## src/rtl/alu_8bit.sv

```systemverilog
// Registered 8-bit ALU with zero/carry flags and a one-bit valid pipeline.
// Optional ROL/ROR/INC/DEC/NAND on codes 1011-1111 when ALU_8BIT_EXT_OPS_EN is defined.
module alu_8bit (
   input  logic       clk,
   input  logic       rst,
   input  logic       in_valid,
   input  logic [7:0] A,
   input  logic [7:0] B,
   input  logic [3:0] ALU_Sel,
   output logic [7:0] ALU_Out,
   output logic       Zero,
   output logic       Carryout,
   output logic       out_valid
);

   localparam logic [3:0] OP_ADD  = 4'b0000;
   localparam logic [3:0] OP_SUB  = 4'b0001;
   localparam logic [3:0] OP_AND  = 4'b0010;
   localparam logic [3:0] OP_OR   = 4'b0011;
   localparam logic [3:0] OP_XOR  = 4'b0100;
   localparam logic [3:0] OP_NOT  = 4'b0101;
   localparam logic [3:0] OP_SHL  = 4'b0110;
   localparam logic [3:0] OP_SHR  = 4'b0111;
   localparam logic [3:0] OP_EQ   = 4'b1000;
   localparam logic [3:0] OP_GT   = 4'b1001;
   localparam logic [3:0] OP_LT   = 4'b1010;
`ifdef ALU_8BIT_EXT_OPS_EN
   localparam logic [3:0] OP_ROL  = 4'b1011;
   localparam logic [3:0] OP_ROR  = 4'b1100;
   localparam logic [3:0] OP_INC  = 4'b1101;
   localparam logic [3:0] OP_DEC  = 4'b1110;
   localparam logic [3:0] OP_NAND = 4'b1111;
`endif

   logic [7:0] res;
   logic       carry;

   // Valid semantics: in_valid qualifies A/B/ALU_Sel at an edge; out_valid is
   // high for exactly the cycle after each such edge. There is no ready/backpressure.
   always_comb begin
      res   = 8'h00;
      carry = 1'b0;
      case (ALU_Sel)
         // 9-bit arithmetic: bit 8 is carry for add, borrow for subtract.
         OP_ADD:  {carry, res} = {1'b0, A} + {1'b0, B};
         OP_SUB:  {carry, res} = {1'b0, A} - {1'b0, B};
         OP_AND:  res = A & B;
         OP_OR:   res = A | B;
         OP_XOR:  res = A ^ B;
         OP_NOT:  res = ~A;
         OP_SHL:  {carry, res} = {A, 1'b0};
         OP_SHR:  {res, carry} = {1'b0, A};
         OP_EQ:   res = {7'd0, (A == B)};
         OP_GT:   res = {7'd0, (A > B)};
         OP_LT:   res = {7'd0, (A < B)};
`ifdef ALU_8BIT_EXT_OPS_EN
         OP_ROL:  begin res = {A[6:0], A[7]}; carry = A[7]; end
         OP_ROR:  begin res = {A[0], A[7:1]}; carry = A[0]; end
         OP_INC:  {carry, res} = {1'b0, A} + 9'd1;
         OP_DEC:  {carry, res} = {1'b0, A} - 9'd1;
         OP_NAND: res = ~(A & B);
`endif
         default: begin
            res   = 8'h00;
            carry = 1'b0;
         end
      endcase
   end

   // Result registers hold when no new operation arrives; only valid drops.
   always_ff @(posedge clk) begin
      if (rst) begin
         ALU_Out   <= 8'h00;
         Zero      <= 1'b1;
         Carryout  <= 1'b0;
         out_valid <= 1'b0;
      end else begin
         out_valid <= in_valid;
         if (in_valid) begin
            ALU_Out  <= res;
            Zero     <= (res == 8'h00);
            Carryout <= carry;
         end
      end
   end

endmodule

```

## config.mk

```make
export PLATFORM = sky130hd
export DESIGN_NAME = alu_8bit
export DESIGN_NICKNAME = d
export VERILOG_FILES = /design/src/rtl/alu_8bit.sv
export SDC_FILE = /design/constraint.sdc
export NUM_CORES = 1
export LEC_CHECK = 0
export CORE_AREA = 2 2 64 66
export DETAILED_ROUTE_END_ITERATION = 12
export DIE_AREA = 0 0 66 68
export PLACE_DENSITY = 0.78
export SLEW_MARGIN = 20
export SYNTH_ARGS = -nofsm -noshare
export SYNTH_HDL_FRONTEND = slang
export SYNTH_SLANG_ARGS = --single-unit
export TNS_END_PERCENT = 10
```

## constraint.sdc

```tcl
create_clock -name clk -period 3.2 [get_ports clk]
set_clock_uncertainty 0.1 [all_clocks]
set_input_delay 0.64 -clock clk [delete_from_list [all_inputs] [get_ports clk]]
set_output_delay 0.64 -clock clk [all_outputs]
set_load 0.02 [all_outputs]
```

# Word-level counts from Yosys, hierarchy flattened
# Cells that the tools add are included.
[totals]
reg_bits = 11
output_inout_bits = 11
elab_cells = 27
[classes]
add_sub_neg = 2
n_lt_le_gt_ge = 2
eq_ne = 11
n_mux = 2
bitwise_logic = 4
n_reduce_logical = 2
[op_table]
columns = ["operator", "count"]
rows = [
  ["8-bit case mux with 11 select lines", 1],
  ["4-bit by 3-bit equality test with 1-bit output, second input constant", 4],
  ["4-bit equality test, second input constant", 3],
  ["8-bit by 8-bit adder with 9-bit output", 1],
  ["8-bit by 8-bit subtractor with 9-bit output", 1],
  ["8-bit bitwise AND", 1],
  ["4-bit by 2-bit equality test with 1-bit output, second input constant", 2],
  ["8-bit equality test", 1],
  ["8-bit > comparator", 1],
  ["8-bit zero test", 1],
  ["8-bit less-than comparator", 1],
  ["8-bit inverter", 1],
  ["8-bit OR", 1],
  ["8-bit XOR", 1],
  ["4-bit by 1-bit equality test with 1-bit output, second input constant", 1],
  ["4-bit zero test", 1],
  ["1-bit case mux with 4 select lines", 1],
]

# Longest topological paths before layout
[logic_depth]
depth_word = 3
ltp_mapped = 11
depth_no_buf = 11

# Least setup slack after synthesis
# Ideal clock, no wire load.
[synth_path]
path_type = "input-to-reg"
startpoint = "input A[0]"
endpoint = "register Zero"
setup_ns = 0.059
arrival_time_ns = 2.477
t_required_ns = 3.041
slack_ns = 0.564
stages = 11
path_cell_list = "inv_1 -> ha_1 -> inv_1 -> fa_1 -> nor3b_1 -> nor3_1 -> o221ai_1 -> a211oi_1 -> and2_0 -> and4_1 -> a31o_1"
[synth_via]
elab_chain_len = 3
word_cells_on_any_way = 11
cone_classes = "add/sub (2); order compare (2); eq/ne (1); mux (1); bitwise (4); reduce/logical (1)"
[synth_rtl]
columns = ["element", "line", "source"]
rows = [
  ["start: declaration", "7", "input logic [7:0] A,"],
  ["8-bit by 8-bit subtractor with 9-bit output (tied with other cells)", "46", "OP_SUB: {carry, res} = {1'b0, A} - {1'b0, B};"],
  ["8-bit case mux with 11 select lines (*)", "43", "case (ALU_Sel)"],
  ["8-bit zero test (*)", "81", "Zero <= (res == 8'h00);"],
  ["end signal: assignment", "81", ""],
  ["end: declaration", "11", "output logic Zero,"],
]
# Mark *: on every way between the ends. The rest lies on a longest branch, timed or not.
# A chain may end at the register's enable or synchronous reset.

# Worst setup path in the final report
[layout_path]
startpoint = "input B[0]"
endpoint = "register ALU_Out[6]"
[layout_via]
elab_chain_len = 2
word_cells_on_any_way = 3
cone_classes = "add/sub (2); mux (1)"
[layout_rtl]
columns = ["element", "line", "source"]
rows = [
  ["start: declaration", "8", "input logic [7:0] B,"],
  ["8-bit by 8-bit subtractor with 9-bit output or 8-bit by 8-bit adder with 9-bit output (tied branches)", "46, 45", ""],
  ["8-bit case mux with 11 select lines (*)", "43", ""],
  ["end signal: assignment", "80", "ALU_Out <= res;"],
  ["end: declaration", "10", "output logic [7:0] ALU_Out,"],
]
# Marks and branches as above.

==> summary.md <==
| Metric | Value |
|---|---|
| Top FF cell, synth | dfxtp_1 |
| DRC viols | 0 |
| Area Growth Syn to Fin | 34.9% |
| Comb power frac | 56.6% |
| Endpoints failing setup | 0 |
| Clock power frac | 20.8% |
| TritonCTS Buffers | 3 |
| DRT antenna net count | 0 |
| Fin Setup TNS | 0 ps |
| Top cell type's share of synthesized area | 15.4% |
| Area of the mapped netlist | 0.00195 mm^2 |
| Avg WL per Cell | 15.8 um |
| Initial antenna violation count | 0 |
| Number of flops mapped to enable cells by yosys | 0 |
| Leak pwr | 0.00116 uW |
| Kind of critical path | input pin to flop |
| PortBufs | 33 |
| CTS root buf | clkbuf_8 |
| Synthesized flop and latch total | 11 |
| Syn_nets | 309 |
| Worst-Skew Late Latency | 240 ps |
| Clk slew on worst S/H paths | 50 ps |
| Post-layout net count | 370 |
| Final Cycle Share | 97.0% |
| Max Fclk | 322 MHz |
| # diodes | 0 |
| Starting Density | 50.6% |
| Seq/Total Area, Yosys | 11.3% |
| Clock buffer depth | 2 |
| Max cap viols | 0 |
| Outcome | completed |
| Synth Instances | 260 |
| Sequential share of power | 22.7% |
| Row count | 23 |
| Max FO, Critical Path | 3 |
| Die height | 68 um |
| Clock sink count | 11 |
| Total power divided by cell area | 255 mW/mm^2 |
| Vias in the first global route | 1,946 |
| CP arrival | 3130 ps |
| Die extent in x | 66 um |
| Share of synthesized registers carrying an async set or reset | 0% |
| Final hold vios | 0 |
| Crit path time final | 3100 ps |
| Final Slew Violations | 0 |
| Routability Congestion | 0.978 |
| DP HPWL | 4610 um |
| DR iter-0 viols | 166 |
| Vias/cell | 6.02 |
| Largest net degree at the start of global routing | 28 |
| Synth area leader | ha_1 |
| Die area | 0.00449 mm^2 |
| Net Sw Frac | 37.7% |
| Share of cells above drive strength 1 | 19.1% |
| Worst Path Required | 3230 ps |
| First-pass GRT wire length | 9130 um |
| Power Total | 670 uW |
| Final wirelength | 5860 um |
| Pre-CTS WS | -111 ps |
| Yosys warnings | 0 |
| # IOs | 34 |
| Sw Pwr | 253 uW |
| Class of the worst hold path | flop to flop |
| Post-layout util | 68.3% |
| Worst-margin pin slew | 507 ps |
| Peak VDD IR | 0.115 mV |
| CP Capture Type | flop |
| Post-Syn Area per Cell | 7.51 um^2 |
| Reg-to-reg setup timing slack | 2240 ps |
| Htree depth | 1 |
| Internal power | 417 uW |
| Total core area | 0.00386 mm^2 |
| Relative slew margins | 66.2% |
| Top cells by area, synth | ha_1 15%, dfxtp_1 11%, inv_1 5.8% |
| CTS tree | done |
| Worst setup margin | 97.4 ps |
| 1st-pass router iterations | 5 |
| Global route total overflow | 0 |
| Overall Global Routing Usage | 26.0% |
| Synth unique cells | 63 |
| Unrepaired setup endpoints after global routing | true |
| Vias | 2,228 |
| Kind of start point of the critical path | input pin |
| Postcts setup bufs | 0 |
[synthesized netlist by cell type, drive strengths merged, types with 2 or more instances]
cell type / count
inv: 31
nor2: 27
ha: 24
a21oi: 21
nand2: 13
a211oi: 12
buf: 11
dfxtp: 11
nor3: 9
nor4: 7
clkbuf: 6
nand3: 6
o21ai: 6
mux2i: 5
nand2b: 5
a221oi: 4
a22oi: 4
nor2b: 4
o22ai: 4
a21o: 3
a221o: 3
and2b: 3
nor3b: 3
o221ai: 3
a31oi: 2
fa: 2
mux4: 2
o211ai: 2
or3: 2
[layout by cell type (no fill, tap or decap), types with 4 or more instances in the layout]
master / netlist / layout
o21ai_0: 6 / 6
nor2_1: 27 / 27
nor4_1: 6 / 6
mux2i_1: 5 / 5
dfxtp_1: 11 / 11
inv_1: 30 / 30
clkdlybuf4s50_1: 0 / 33
nand2_1: 13 / 13
nor3_1: 8 / 8
nand2b_1: 5 / 5
a21oi_1: 20 / 18
a22oi_1: 4 / 4
ha_1: 24 / 23
a211oi_1: 11 / 10
nor2b_1: 4 / 4
buf_4: 1 / 38
nand3_1: 6 / 6
[critical path, cell delays in order]
cell,delay [ps]
clkdlybuf4s50_1,510
ha_1,200
inv_1,60
fa_1,400
nor3b_1,180
o31ai_1,210
a21oi_1,130
o32ai_2,300
nor3_2,80
buf_4,140
a211oi_1,290
[flip-flops by register name, summed over array words and instances (netlist names)]
register	flops
Carryout	1
ALU_Out	8
Zero	1
out_valid	1
[power groups by stage]
stage	sequential, uW	clock (uW)	combinational (uW)
after CTS	152	138	366
after global placement	154	0	358
final	152	139	379
after floorplan	166	0	201
after detailed placement	155	0	364
after global routing	152	143	410
[routing by layer]
layer / track usage (%) / part of all wire [%] / routed length [um] / up-vias
li1: - / - / - / 1068
met1: 34.6 / 42 / 2470 / 1027
met2: 45.7 / 47 / 2750 / 119
met3: 0.658 / 9.1 / 533 / 14
met4: 8.42 / 1.8 / 108 / 0
met5: 0 / 0 / 0 / -
[cells by family after synthesis]
| group | after synthesis | synth area share [%] |
|---|---|---|
| AOI/OAI and AO/OA | 80 | 29.9 |
| and+or+nand+nor | 85 | 23.3 |
| adders and majority gates | 26 | 17.4 |
| buffers and inverters | 48 | 11.7 |
| muxes | 8 | 5.45 |
| DFF | 11 | 11.3 |
| xor gates and xnor gates | 2 | 0.898 |
[timing repair]
item,CTS,global route
gates resized for setup,0,6
hold buffers,0,0
endpoints found under the setup margin,0,3
[path summary, 6_finish.rpt]
check | startpoint | end | cells after the start
max | B[0] | ALU_Out[6] | 11
min | ALU_Out[1] | ALU_Out[1] | 2
max reg2reg | Carryout | Carryout | 2
min reg2reg | ALU_Out[1] | ALU_Out[1] | 2
[area by class of cell]
class,instances,area (um^2)
Inverter,31,116
Multi-Input combinational cell,201,1530
Sequential cell,11,220
Clock buffer,4,45.0
Tap cell,50,62.6
Fill cell,359,1220
Timing Repair Buffer,73,656
[stage by stage]
stage	area, um^2	hold WS (ps)	instances
2_1_floorplan	1950	448	260
3_3_place_gp	2560	367	366
3_5_place_dp	2560	375	366
4_1_cts	2600	385	370
5_1_grt	2630	406	370
6_report	2630	380	370
Power figures use the tool's default switching activity.
